===== src/rtl/onehot_request_scheduler.sv =====
// Purpose:      queue rising-edge request strobes on N lines and present them one at a time, round-robin, as a one-hot word.
// Latency:      a rise sampled at edge k on an idle block shows on out/enable after edge k+3.
// Backpressure: each word is held at least HOLD_CYCLES cycles, then until ack (or until timeout when REQ_SCHED_TIMEOUT_EN).
//
// Ports:
//   clk, rst_n   single clock, asynchronous active-low reset
//   req_in[N]    raw asynchronous request lines, a rising edge is one request
//   ack          downstream consumed the current word (level, looked at once the hold has expired)
//   clr_ovf      synchronous clear of the sticky overflow flag
//   out[N]       one-hot word to the encoder, zero when nothing is presented
//   enable       high exactly while out is non-zero
//   pending[N]   queued, not-yet-served requests
//   overflow     sticky: a new request arrived on a line that was already pending
//   timeout      one-cycle pulse when a presented request is dropped for lack of ack
// Optional feature: define REQ_SCHED_TIMEOUT_EN to enable the ack timeout; otherwise timeout is tied 0.
module onehot_request_scheduler #(
    parameter int N           = 8,
    parameter int HOLD_CYCLES = 4,
    parameter int TIMEOUT     = 64
) (
    input  logic         clk,
    input  logic         rst_n,
    input  logic [N-1:0] req_in,
    input  logic         ack,
    input  logic         clr_ovf,
    output logic [N-1:0] out,
    output logic         enable,
    output logic [N-1:0] pending,
    output logic         overflow,
    output logic         timeout
);

    localparam int PW = (N > 1) ? $clog2(N) : 1;
    localparam int HW = (HOLD_CYCLES > 1) ? $clog2(HOLD_CYCLES) : 1;

    if (HOLD_CYCLES < 1 || TIMEOUT < 1) begin : g_bad_param
        $error("onehot_request_scheduler: HOLD_CYCLES and TIMEOUT must be >= 1");
    end

    typedef enum logic [1:0] {
        S_IDLE,
        S_PRESENT,
        S_GAP
    } state_t;

    state_t         state_q, state_d;
    logic [N-1:0]   s1_q, s2_q, s3_q;
    logic [N-1:0]   pending_q, pending_d;
    logic           overflow_q, overflow_d;
    logic [N-1:0]   out_q, out_d;
    logic           enable_q, enable_d;
    logic [PW-1:0]  ptr_q, ptr_d;
    logic [PW-1:0]  idx_q, idx_d;
    logic [HW-1:0]  hold_q, hold_d;

    logic [N-1:0]   req_edge;
    logic [N-1:0]   clr_mask;
    logic           release_now;
    logic           sel_found;
    logic [PW-1:0]  sel_idx;
    logic [PW-1:0]  cand;

`ifdef REQ_SCHED_TIMEOUT_EN
    localparam int TW = $clog2(TIMEOUT + 1);
    logic [TW-1:0]  to_cnt_q, to_cnt_d;
    logic           timeout_q, timeout_d;
`endif

    // A level held high produces a single request: only the 0->1 step of the synchronised line counts.
    assign req_edge = s2_q & ~s3_q;

    // Round-robin pick: first pending bit strictly after the last served index, wrapping.
    always_comb begin
        sel_found = 1'b0;
        sel_idx   = '0;
        cand      = '0;
        for (int k = 1; k <= N; k++) begin
            cand = PW'((int'(ptr_q) + k) % N);
            if (!sel_found && pending_q[cand]) begin
                sel_found = 1'b1;
                sel_idx   = cand;
            end
        end
    end

    always_comb begin
        state_d     = state_q;
        out_d       = out_q;
        enable_d    = enable_q;
        ptr_d       = ptr_q;
        idx_d       = idx_q;
        hold_d      = hold_q;
        clr_mask    = '0;
        release_now = 1'b0;
`ifdef REQ_SCHED_TIMEOUT_EN
        to_cnt_d    = to_cnt_q;
        timeout_d   = 1'b0;
`endif

        case (state_q)
            S_IDLE: begin
                if (sel_found) begin
                    idx_d          = sel_idx;
                    out_d          = '0;
                    out_d[sel_idx] = 1'b1;
                    enable_d       = 1'b1;
                    hold_d         = HW'(HOLD_CYCLES - 1);
                    state_d        = S_PRESENT;
`ifdef REQ_SCHED_TIMEOUT_EN
                    to_cnt_d       = '0;
`endif
                end
            end
            S_PRESENT: begin
                // ack is ignored until the minimum hold has run out.
                if (hold_q != '0) begin
                    hold_d = hold_q - 1'b1;
                end else if (ack) begin
                    release_now = 1'b1;
`ifdef REQ_SCHED_TIMEOUT_EN
                end else if (to_cnt_q == TW'(TIMEOUT)) begin
                    release_now = 1'b1;
                    timeout_d   = 1'b1;
                end else begin
                    to_cnt_d = to_cnt_q + 1'b1;
`endif
                end
            end
            S_GAP: begin
                // One all-zero cycle so the encoder sees a clean separation between words.
                state_d = S_IDLE;
            end
            default: begin
                state_d = S_IDLE;
            end
        endcase

        if (release_now) begin
            clr_mask[idx_q] = 1'b1;
            ptr_d           = idx_q;
            out_d           = '0;
            enable_d        = 1'b0;
            state_d         = S_GAP;
        end

        // A new request landing on the bit being cleared wins: it stays pending and is not an overflow.
        pending_d = (pending_q & ~clr_mask) | req_edge;
        if (|(req_edge & pending_q & ~clr_mask)) begin
            overflow_d = 1'b1;
        end else if (clr_ovf) begin
            overflow_d = 1'b0;
        end else begin
            overflow_d = overflow_q;
        end
    end

    always_ff @(posedge clk or negedge rst_n) begin
        if (!rst_n) begin
            state_q    <= S_IDLE;
            s1_q       <= '0;
            s2_q       <= '0;
            s3_q       <= '0;
            pending_q  <= '0;
            overflow_q <= 1'b0;
            out_q      <= '0;
            enable_q   <= 1'b0;
            ptr_q      <= PW'(N - 1);
            idx_q      <= '0;
            hold_q     <= '0;
`ifdef REQ_SCHED_TIMEOUT_EN
            to_cnt_q   <= '0;
            timeout_q  <= 1'b0;
`endif
        end else begin
            state_q    <= state_d;
            s1_q       <= req_in;
            s2_q       <= s1_q;
            s3_q       <= s2_q;
            pending_q  <= pending_d;
            overflow_q <= overflow_d;
            out_q      <= out_d;
            enable_q   <= enable_d;
            ptr_q      <= ptr_d;
            idx_q      <= idx_d;
            hold_q     <= hold_d;
`ifdef REQ_SCHED_TIMEOUT_EN
            to_cnt_q   <= to_cnt_d;
            timeout_q  <= timeout_d;
`endif
        end
    end

    assign out      = out_q;
    assign enable   = enable_q;
    assign pending  = pending_q;
    assign overflow = overflow_q;
`ifdef REQ_SCHED_TIMEOUT_EN
    assign timeout  = timeout_q;
`else
    assign timeout  = 1'b0;
`endif

endmodule

===== config.mk =====
export PLATFORM = sky130hd
export DESIGN_NAME = onehot_request_scheduler
export DESIGN_NICKNAME = d
export VERILOG_FILES = /design/src/rtl/onehot_request_scheduler.sv
export SDC_FILE = /design/constraint.sdc
export NUM_CORES = 1
export LEC_CHECK = 0
export ABC_AREA = 1
export CORE_MARGIN = 2
export CORE_UTILIZATION = 55
export CTS_BUF_LIST = sky130_fd_sc_hd__clkbuf_2 sky130_fd_sc_hd__clkbuf_4 sky130_fd_sc_hd__clkbuf_8
export DETAILED_ROUTE_END_ITERATION = 10
export GPL_TIMING_DRIVEN = 1
export PLACE_DENSITY = 0.79
export SYNTH_ARGS = -nofsm -noshare
export SYNTH_HDL_FRONTEND = slang
export SYNTH_SLANG_ARGS = --single-unit

===== constraint.sdc =====
create_clock -name clk -period 4.8 [get_ports clk]
set_input_delay 0.96 -clock clk [delete_from_list [all_inputs] [get_ports clk]]
set_output_delay 0.96 -clock clk [all_outputs]
set_load 0.1 [all_outputs]

==> results of run 1 <==
## placed cells by master (no fill, tap or decap), types with 8 or more instances in the layout
cell type,synthesis,final
o21ai_0,9,9
nor2_1,17,17
dfrtp_1,49,49
nand2_2,8,8
nand3_1,31,31
nand3_2,15,15
nand2_1,77,77
inv_1,30,30
nand4_1,12,12
o21ai_1,11,11
clkdlybuf4s50_1,0,28
## metal layers
layer	vias up	GRT usage, %
li1	1074	-
met1	1007	30.1
met2	61	34.3
met3	15	3.84
met4	0	9.09
met5	-	0
## area by class of cell
cell class | instances | share of cell area (%)
multi-input combinational | 211 | 38.1
inverter | 36 | 4.43
sequential | 52 | 42.0
clock buffer | 7 | 3.10
tap | 54 | 2.18
timing repair buffer | 29 | 9.19
clock inverter | 1 | 0.967
## registers in the layout (all words and copies together) (netlist names)
register  flops
s3_q          8
overflow      1
out           8
idx_q         3
ptr_q         3
enable        1
state_q       2
pending       8
hold_q        2
s1_q          8
s2_q          8
## through the flow
step,std cells,instance area [sq um],utilization (%),setup slack [ps]
final,390,3110,66.2,1850
after detailed placement,382,2980,63.5,1910
after global routing,390,3110,66.2,1510
after global placement,382,2980,63.5,1920
after CTS,390,3110,66.2,1890
after floorplan,305,2670,-,2210
## cells by family after synthesis
family / after synthesis
buffers and inverters: 42
adder cells (fa/ha/maj): 3
AND/OR/NAND/NOR: 173
AO/OA/AOI/OAI: 31
flip-flops: 52
XOR/XNOR: 3
other: 1
## final timing paths
kind                           from          to  cells past startpoint
max                        ptr_q[1]      out[4]                     16
min                         s1_q[7]     s2_q[7]                      0
max reg2reg                ptr_q[1]      out[4]                     16
min reg2reg                 s1_q[7]     s2_q[7]                      0
max in group asynchronous     rst_n  pending[2]                      1
min in group asynchronous     rst_n     s2_q[5]                      1
## worst max-delay path, delay by kind of cell, from the launching register on
| kind | cells | cell delay [ps] |
|---|---|---|
| flip-flops | 1 | 710 |
| buffers and inverters | 3 | 380 |
| adder cells (fa/ha/maj) | 1 | 500 |
| AND/OR/NAND/NOR | 12 | 1300 |
==> results.md, run 1 <==
- Synth-to-Final Area Change: 16.3%
- Worst-path cell chain: inv_1, ha_1, inv_2, nand3_2, nand3_2, nand2_2, inv_2, nand3_1, nand2_1, nor2_1, nand3_1, nor2_1, nand3_1, nor2_1, nand2_1, nand2_1
- Most frequent cell after synthesis: nand2_1
- Reg2Reg Setup Slack: 1850 ps
- Routed Antenna Nets: 0
- Wire length on met2: 2510 microns
- Clock buffer depth: 2
- Mapped Area: 0.00267 sq mm
- Met3 wire len: 198 microns
- FF/Latch Area: ~0.0013 sq mm
- Final period util: between 60% and 70%
- IO Pins: 31
- XOR/XNOR Fraction of Synth Area: 0.984%
- Core box area: 0.00469 sq mm
- Worst path max stage delay: 710 ps
- Number of diodes: 0
- Drt via density: 5.53
- IO buf count: 29
- Syn avg cell area: about 9 sq um
- Max-Cap Viols: 0
- Max Freq: 339 MHz
- # rows: 25
- H-tree depth reported by CTS: 2
- CTS tree: done
- Dominant synthesized flop cell: dfrtp_1
- Endpoints failing setup: 0
- WL met1: 2390 microns
- Starting density of the core: 56.9%
- Synth area leader: dfrtp_1
- Post-Synth Adder-Cell Area: under 10%
- Clock sinks: 52
- Syn_nets: 320
- Initial antenna violation count: 0
- Clock Pin Slew Worst Setup and Hold Paths: around 90 ps
- Synth Register Bits: 52
- Crit end category: flop
- Worst Path Max Fanout: 12
- WHS: 353 ps
- Cell count after synthesis: roughly 300
- Synth top cells by count: nand2_1 (77), dfrtp_1 (49), nand3_1 (31)
- Synth unique cells: 34
- Slowest CP cell: dfstp_2
- Clk root buf: clkbuf_8
- Count of final hold-check violations: 0
- Worst Path Arrival: 3190 ps
- Largest family of logic cells by synthesized area: simple AND/OR/NAND/NOR gates
- Setup TNS Final: 0 ps
- CP Class: flop to flop
- Maximum number of pins on one net before global-route repair: 53
- CTS resizes: 0
- Max Slew Vio Count: 0
- RePlAce Congestion: 1.04
- Setup crit start kind: flop
- Simple-gate area share of the yosys netlist: 34.7%
- Chip Height: between 70 and 80 microns
- DRC: 0
- DIE WIDTH: 73.7 microns
- Compound-Gate Fraction of Synth Area: under 10%
- Worst Path Required: about 5000 ps
- Seq/Total Area, Yosys: 48.9%
- Status: finished, final reports clean
- Clock latency on the worst-skew pair: 300 ps
- Fin crit period: just under 3000 ps
- Worst Tran Pin Value: 1080 ps
- GRT Util Overall: roughly 22%
- Post-synthesis mux area share: 0%
- Fraction of registers with async set/reset: between 90% and 100%
- Vias in the first global route: 2043
- Post-CTS Setup Inserts: 0
- Most area-consuming cells after synthesis: dfrtp_1 (46%), nand2_1 (11%), nand3_1 (5.8%), nand3_2 (5.6%), inv_1 (4.2%)
- Pre-antenna DRT Iters: 4
- Warnings from Yosys: 0
- Final #Nets: 350
- Initial DRC count: 124
- Global-route wire length before repair: slightly above 9000 microns
- Post-synth top area share: a little under half
- Relative slew slack: around 28%
- Die area: 0.00543 sq mm
- Highest Signal Layer: met4
- Type of the worst min-delay path: flop to flop
- Vias: 2157
- RSZ-0062 raised after global routing: no
- HPWL Detailed: 4070 microns
- Hold_buf cts: 0
- Total wire length: 5240 microns
- Number of buffers created by CTS: 5
- Filler cell count: 374
- DR WL/cell: 13.4 microns
- Gr ovfl total: 0
- Fraction of layout cells with a size suffix above 1: 14.3%
- Area of the multi-input gates: 0.00118 sq mm
- Post-Route Skew: between 6 and 7 ps
- Post-synth EDFFs: 0
Power of run 1 is not shown: default switching activity piles up to over one toggle a cycle in this logic, so the estimate is an artifact.
==> run 2: changes to the inputs <==
- clock period: 4.8 -> 3.07 ns (I/O delays scaled with it)
==> run 2 against run 1 <==
Worst setup slack worse by 1500 ps; register-to-register slack lost 1500 ps; final cell count grew 1.3%; sequential share of layout area grew 0.31 points; die area unchanged; cell area decreased by 0.73%; non-clock buffer count increased by 5; count of clock-buffer cells in the layout down 2; critical path type unchanged; critical endpoint is now out[5]; largest cell class unchanged; highest routed layer unchanged.
==> results.md, run 2 (same netlist as run 1, synthesis figures left out) <==
- # rows: 25 (unchanged)
- HPWL Detailed: 4510 microns (was 4070 microns)
- Commonest cells after routing, fill and taps aside: nand2_1 (77), dfrtp_1 (49), nand3_1 (31) (unchanged)
- Clock sinks: 52 (unchanged)
- GRT Util Overall: 23.4% (was 21.9%)
- Die area: 0.00543 sq mm (unchanged)
- Vias in the first global route: 2103 (was 2043)
- CTS tree: done (unchanged)
- Worst Path Required: 3270 ps (was 5040 ps)
- Post-CTS Setup Inserts: 0 (unchanged)
- IO Pins: 31 (unchanged)
- RSZ-0062 raised after global routing: no (unchanged)
- Routed Antenna Nets: 0 (unchanged)
- Synth-to-Final Area Change: 15.4% (was 16.3%)
- Vias: 2189 (was 2157)
- Core box area: 0.00469 sq mm (unchanged)
- CP Class: flop to flop (unchanged)
- Initial antenna violation count: 0 (unchanged)
- Global-route wire length before repair: 9540 microns (was 9130 microns)
- WL met1: 2480 microns (was 2390 microns)
- Worst Slack Setup Final: 321 ps (was 1850 ps)
- Type of the worst min-delay path: input port to async pin (was flop to flop)
- Starting density of the core: 56.9% (unchanged)
- Number of buffers created by CTS: 5 (unchanged)
- Max-Cap Viols: 0 (unchanged)
- Hold_buf cts: 0 (unchanged)
- Number of diodes: 0 (unchanged)
- Pre-antenna DRT Iters: 4 (unchanged)
- Clock latency on the worst-skew pair: 300 ps (about the same)
- Endpoints failing setup: 0 (unchanged)
- Total wire length: 5720 microns (was 5240 microns)
- RePlAce Congestion: 0.876 (was 1.04)
- Final #Nets: 355 (was 350)
- Filler cell count: 385 (was 374)
- Highest Signal Layer: met4 (unchanged)
- Worst Path Arrival: 2950 ps (was 3190 ps)
- DRC: 0 (unchanged)
- Wire length on met2: 3000 microns (was 2510 microns)
- Initial DRC count: 133 (was 124)
- Max Slew Vio Count: 0 (unchanged)
- Clock buffer depth: 2 (unchanged)
- Count of final hold-check violations: 0 (unchanged)
- Worst path max stage delay: 650 ps (was 710 ps)
- Area of the multi-input gates: 0.00118 sq mm (unchanged)
- Post-Route Skew: 4.38 ps (was 6.75 ps)
- Place WS: 359 ps (was 1910 ps)
- Worst-path cell chain: inv_2, ha_1, inv_2, nand3_2, nand3_1, nand2_1, inv_1, nand4_4, nor2_8, nand3_2, nand2_4, inv_4, nand3_2, inv_2, nand2_1, nand2_1 (was inv_1, ha_1, inv_2, nand3_2, nand3_2, nand2_2, inv_2, nand3_1, nand2_1, nor2_1, nand3_1, nor2_1, nand3_1, nor2_1, nand2_1, nand2_1)
- FF/Latch Area: 0.00131 sq mm (unchanged)
- Worst Path Max Fanout: 11 (was 12)
- IO buf count: 29 (unchanged)
- Fin crit period: 2750 ps (was 2950 ps)
- Gr ovfl total: 0 (unchanged)
- Core Util, Final: 65.7% (was 66.2%)
- Clock Pin Slew Worst Setup and Hold Paths: 90 ps (about the same)
- Maximum number of pins on one net before global-route repair: 34 (was 53)
- CTS resizes: 0 (unchanged)
- Fraction of layout cells with a size suffix above 1: 20.8% (was 14.3%)
- Setup crit start kind: flop (unchanged)
- DIE WIDTH: 73.7 microns (unchanged)
- H-tree depth reported by CTS: 2 (unchanged)
- Max Freq: 364 MHz (was 339 MHz)
- Commonest non-fill, non-tap cell in the layout: nand2_1 (unchanged)
- Slowest CP cell: dfstp_2 (unchanged)
- Met3 wire len: 151 microns (was 198 microns)
- Crit end category: flop (unchanged)
- Final period util: 89.5% (was 61.4%)
- Chip Height: 73.7 microns (unchanged)
- DR WL/cell: 14.5 microns (was 13.4 microns)
- Drt via density: 5.54 (was 5.53)
- Setup TNS Final: 0 ps (unchanged)
- WHS: 237 ps (was 353 ps)
- Status: finished, final reports clean (unchanged)
- Clk root buf: clkbuf_8 (unchanged)
==> run 2: cell count changes in the layout (fill, tap and decap cells not counted) <==
cell	previous run	this run
clkinv_2	0	1
clkbuf_8	7	5
clkdlybuf4s50_1	28	10
buf_4	0	23
clkinvlp_4	0	1
==> run 2: cell type report <==
type	count	share of cell area, %
clock buffer	5	2.23
clock inverter	3	1.38
inverter	36	4.46
multi-input combinational	211	38.4
sequential	52	42.3
tap	54	2.19
timing repair buffer	34	9.01
==> run 2: final timing paths <==
path                          start          to  slack, ps  cells past startpoint
setup / recovery           ptr_q[0]      out[5]        320                     16
hold / removal                rst_n  pending[3]        240                      1
setup reg to reg           ptr_q[0]      out[5]        320                     16
hold reg to reg             s1_q[0]     s2_q[0]        350                      0
max in group asynchronous     rst_n    ptr_q[1]       2040                      2
min in group clk            s1_q[0]     s2_q[0]        350                      0
==> run 2: routing by layer <==
layer  GRT usage (%)  vias to the layer above
met4            8.48                        0
li1                -                     1076
met3            2.88                        8
met5               0                        -
met1            29.6                     1059
met2            41.0                       46
==> run 2: through the flow <==
step                cells  area [sq um]
global placement      387          2970
finish                395          3080
detailed placement    387          2970
CTS                   395          3080
global route          395          3080
floorplan             305          2670
==> run 2: worst max-delay path, delay by kind of cell, from the launching register on <==
| kind | cells | cell delay (ps) |
|---|---|---|
| AND/OR/NAND/NOR | 10 | 1110 |
| flip-flops | 1 | 650 |
| buffers and inverters | 5 | 470 |
| adder cells (fa/ha/maj) | 1 | 420 |
Power of run 2 is left out for the same reason.
==> RTL edit 1: new RTL, settings of run 1 <==
The option `REQ_SCHED_TIMEOUT_EN` is turned on by a define.
--- a/src/rtl/onehot_request_scheduler.sv
+++ b/src/rtl/onehot_request_scheduler.sv
@@ -13,6 +13,8 @@
 //   overflow     sticky: a new request arrived on a line that was already pending
 //   timeout      one-cycle pulse when a presented request is dropped for lack of ack
 // Optional feature: define REQ_SCHED_TIMEOUT_EN to enable the ack timeout; otherwise timeout is tied 0.
+`define REQ_SCHED_TIMEOUT_EN
+
 module onehot_request_scheduler #(
     parameter int N           = 8,
     parameter int HOLD_CYCLES = 4,
Behaviour: same outputs for any inputs over 4 cycles, from zero or initial values and one cycle with rst_n low; that may be too few to reach the edited logic, so the function may still have changed.
==> RTL edit 1 against run 1 <==
  * Final cell count up 22%
  * Count of clock-buffer cells in the layout up 4
  * Sequential cell count up 8
  * Cell area up 16%
  * Global-route usage up 1.2 points
  * Fmax down 2.7%
  * Area after synthesis up 15%
  * Sequential share of layout area down 0.21 points
  * Wire length up 22%
  * Worst setup slack worse by 83 ps
  * Largest cell class unchanged
  * Critical path type unchanged
  * Worst hold slack worse by 2.3 ps
==> RTL edit 1: results (changes against run 1) <==
| Metric | Value |
|---|---|
| Status | complete, no violations |
| Multi-In Gates | 251 (+19%) |
| Reg2reg path depth | 14 (-2) |
| Fill count | 429 (+15%) |
| GPL Wtd Cong | 0.948 (-8.8%) |
| GR Util met1 | 0.290 (-0.0108) |
| Critical R2R Launch | ptr_q[1] |
| # clk buffers | 11 (+4) |
| ClkCell Share | 0.0490 (+0.00832) |
| Pin count of the biggest net entering global routing | 61 (+15%) |
| Worst-Skew Late Latency | 340 ps (+40 ps) |
| Relative slew slack | 0.345 (+0.0629) |
| 1st-iter DRT viols | 154 (+24%) |
| M3 GR Usage | 0.0648 (+0.0264) |
| Top cells by area, synth | dfrtp_1 46%, nand2_1 12%, nand3_1 6.2% |
| Vias in the first global route | 2572 (+26%) |
| Port Buf Inserts | 30 (+3.4%) |
| Final non-clock buffer share | 0.0841 (-0.00775) |
| First-pass GRT wire length | 11.2 mm (+22%) |
| Inverter count | 44 (+22%) |
| Distinct cell type count after synthesis | 37 (+8.8%) |
| Post-synthesis sequential area ratio | 0.490 (+0.00110) |
| Syn nets | 378 (+18%) |
| Minimum clock period after layout | 3030 ps (+82.8 ps) |
| CP peak stage delay | 670 ps (-40 ps) |
| All-Layer GR Usage | 0.231 (+0.0121) |
| Worst reg-to-reg setup slack | 1770 ps (-80 ps) |
| Total clock sinks | 60 (+15%) |
| Bufs w/o clock | 31 (+6.9%) |
| Share of cells above drive strength 1 | 0.132 (-0.0110) |
| CTS buffer count | 9 (+4) |
| DP Worst Slack | 1790 ps (-122 ps) |
| Data arrival time of the critical path | 3250 ps (+60 ps) |
| Met2 Usage GRT | 0.370 (+0.0268) |
| Setup Skew | 10.7 ps (+3.94 ps) |
## RTL edit 1: changes by cell type after synthesis, sizes merged, moves of 2 or more
cell / delta
a22o: -3
dfrtp: +8
ha: +2
inv: +8
nand2: +21
nand3: +3
nand4: -5
nor2: +8
o21ai: +3
o22ai: +4
o31ai: +4
xnor2: +2
xor2: +3
## RTL edit 1: per-layer routing
layer  wire length (µm)  part of all wire
met2               3170              0.49
met5                  0                 0
met3                269             0.042
met1               2820              0.44
met4                146             0.023
## RTL edit 1: through the flow
stage	cells	cell area (µm²)	hold WS (ps)	power, W	util
global placement	458	3420	332	0.00218	0.629
floorplan	361	3070	331	0.00189	-
CTS	474	3600	354	0.00262	0.662
detailed placement	458	3420	335	0.00221	0.629
global route	474	3600	358	0.00283	0.662
finish	474	3600	351	0.00262	0.662
## RTL edit 1: cell families after synthesis
kind of cell	Yosys count	share of synthesized area
flops	60	0.490
compound gates	40	0.0794
buf+inv	50	0.0688
xor+xnor	8	0.0252
simple gates	198	0.317
fa+ha+maj	5	0.0204
==> RTL edit 2: new RTL, flow settings as in run 1 <==
Made on the original files. Take the reset off `s1_q`, `s2_q`, `s3_q` and `pending_q` and load them in a clocked block of their own.
--- a/src/rtl/onehot_request_scheduler.sv
+++ b/src/rtl/onehot_request_scheduler.sv
@@ -157,10 +157,6 @@
     always_ff @(posedge clk or negedge rst_n) begin
         if (!rst_n) begin
             state_q    <= S_IDLE;
-            s1_q       <= '0;
-            s2_q       <= '0;
-            s3_q       <= '0;
-            pending_q  <= '0;
             overflow_q <= 1'b0;
             out_q      <= '0;
             enable_q   <= 1'b0;
@@ -173,10 +169,6 @@
 `endif
         end else begin
             state_q    <= state_d;
-            s1_q       <= req_in;
-            s2_q       <= s1_q;
-            s3_q       <= s2_q;
-            pending_q  <= pending_d;
             overflow_q <= overflow_d;
             out_q      <= out_d;
             enable_q   <= enable_d;
@@ -190,6 +182,13 @@
         end
     end
 
+    always_ff @(posedge clk) begin
+        s1_q      <= req_in;
+        s2_q      <= s1_q;
+        s3_q      <= s2_q;
+        pending_q <= pending_d;
+    end
+
     assign out      = out_q;
     assign enable   = enable_q;
     assign pending  = pending_q;
Behaviour: not the same (Yosys sat finds a counterexample within 4 cycles, from zero or initial values and one cycle with rst_n low).
==> RTL edit 2 against run 1 <==
  * Wire length fell by 1.1%
  * Final cell count fell by 0.51%
  * Area after synthesis down 6.0%
  * Cell area down 6.2%
  * Sequential cell count unchanged
  * Critical path depth down 15
  * Worst setup slack improved by 37 ps
  * Clock skew fell by 2.4 ps
  * Sequential share of layout area decreased by 2.7 points
  * Utilization rose by 0.25 points
Power is left out: the tool's default activity adds up to more than one toggle a clock period on the data nets, which glitch-free logic cannot reach.
==> RTL edit 2: results (changes against run 1) <==
| Metric | Value |
|---|---|
| PostCTS Resize Cnt | 0 (unchanged) |
| Ant diodes | 0 (unchanged) |
| Hold Path Class | reg2reg |
| Htree depth | 2 (unchanged) |
| First-pass GRT wire length | 8.78 mm (-3.9%) |
| GPL Wtd Cong | 1.03 (-0.49%) |
| Avg WL per Cell | 13.4 µm (-0.58%) |
| Data arrival time of the critical path | 1950 ps (-1240 ps) |
| Relative slew slack | 0.348 (+0.0654) |
| First-pass iteration count of the detailed router | 4 (unchanged) |
| Initial antenna violation count | 0 (unchanged) |
| Share of cells above drive strength 1 | 0.140 (-0.00298) |
| Async SR Flop Fraction | 0.385 (-0.615) |
| Slowest cell on the critical path | clkdlybuf4s50_1 |
| 1st-iter DRT viols | 129 (+4.0%) |
| Worst Path Max Fanout | 5 (-7) |
| Worst-path clk slew | 90 ps (about the same) |
| Cell family with most CP delay | buffers and inverters |
| Setup Skew | 4.31 ps (-2.45 ps) |
| All-Layer GR Usage | 0.217 (-0.00157) |
| Yosys warning total | 0 (unchanged) |
| Post-synth top cells | 77 x nand2_1, 32 x dfxtp_1, 31 x nand3_1 |
| CTS buffer count | 5 (unchanged) |
| Post-CTS Setup Bufs | 0 (unchanged) |
| Status | complete, no violations |
| CP peak stage delay | 1190 ps (+480 ps) |
| Syn nets | 320 (unchanged) |
| Final nets | 350 (unchanged) |
| Post-synthesis sequential area ratio | 0.456 (-0.0326) |
| Vias/cell | 5.44 (-1.7%) |
| Port Buf Inserts | 29 (unchanged) |
| Worst-Skew Late Latency | 300 ps (about the same) |
| Clock buffer depth | 2 (unchanged) |
| DP HPWL | 4.01 mm (-1.3%) |
| Vias in the first global route | 1945 (-4.8%) |
| Root buf cell | clkbuf_8 |
| Top cells by area, synth | dfxtp_1 26%, dfrtp_1 17%, nand2_1 12% |
| Pin count of the biggest net entering global routing | 21 (-60%) |
| Synth area leader | dfxtp_1 |
| Distinct cell type count after synthesis | 35 (+2.9%) |
| CTS Hold Bufs | 0 (unchanged) |
| Drt drc | 0 (unchanged) |
==> RTL edit 2: routing by layer <==
metal	wire length, µm	GRT usage
met4	120	0.0881
met5	0	0
met2	2480	0.357
met3	192	0.0436
met1	2390	0.282
==> RTL edit 2: metrics by stage <==
stage | hold slack, ps | setup slack (ps) | cell area (µm²) | util | std cells
after floorplan | 310 | 2210 | 2510 | - | 305
after global placement | 311 | 1940 | 2820 | 0.644 | 380
after detailed placement | 313 | 1930 | 2820 | 0.644 | 380
after CTS | 335 | 1880 | 2910 | 0.664 | 388
after global routing | 336 | 1670 | 2910 | 0.664 | 388
final | 334 | 1890 | 2910 | 0.664 | 388
==> RTL edit 2: cell type report <==
| type | count | area, µm² |
|---|---|---|
| inverters | 36 | 138 |
| well taps | 52 | 65.1 |
| fillers | 367 | 1470 |
| clock inverters | 3 | 22.5 |
| multi-input cells | 211 | 1180 |
| repair buffers | 29 | 290 |
| clock buffers | 5 | 68.8 |
| flip-flops and latches | 52 | 1140 |
==> RTL edit 2: logic make-up after synthesis <==
group / count (synthesis) / share of synthesized area
DFF: 52 / 0.456
other: 1 / 0.00149
adders and majority gates: 3 / 0.0149
buffers and inverters: 42 / 0.0727
xor gates and xnor gates: 3 / 0.0105
and+or+nand+nor: 173 / 0.369
AOI/OAI and AO/OA: 31 / 0.0757
==> RTL edit 2: worst paths after layout <==
check	start	endpoint	slack, ps	cells after the start
max	pending[5]	pending[5]	1890	1
max reg2reg	ptr_q[1]	out[0]	1890	15
min in group asynchronous	rst_n	out[4]	1160	1
min reg2reg	s1_q[3]	s2_q[3]	330	0
min	s1_q[3]	s2_q[3]	330	0
max in group asynchronous	rst_n	overflow	3080	1
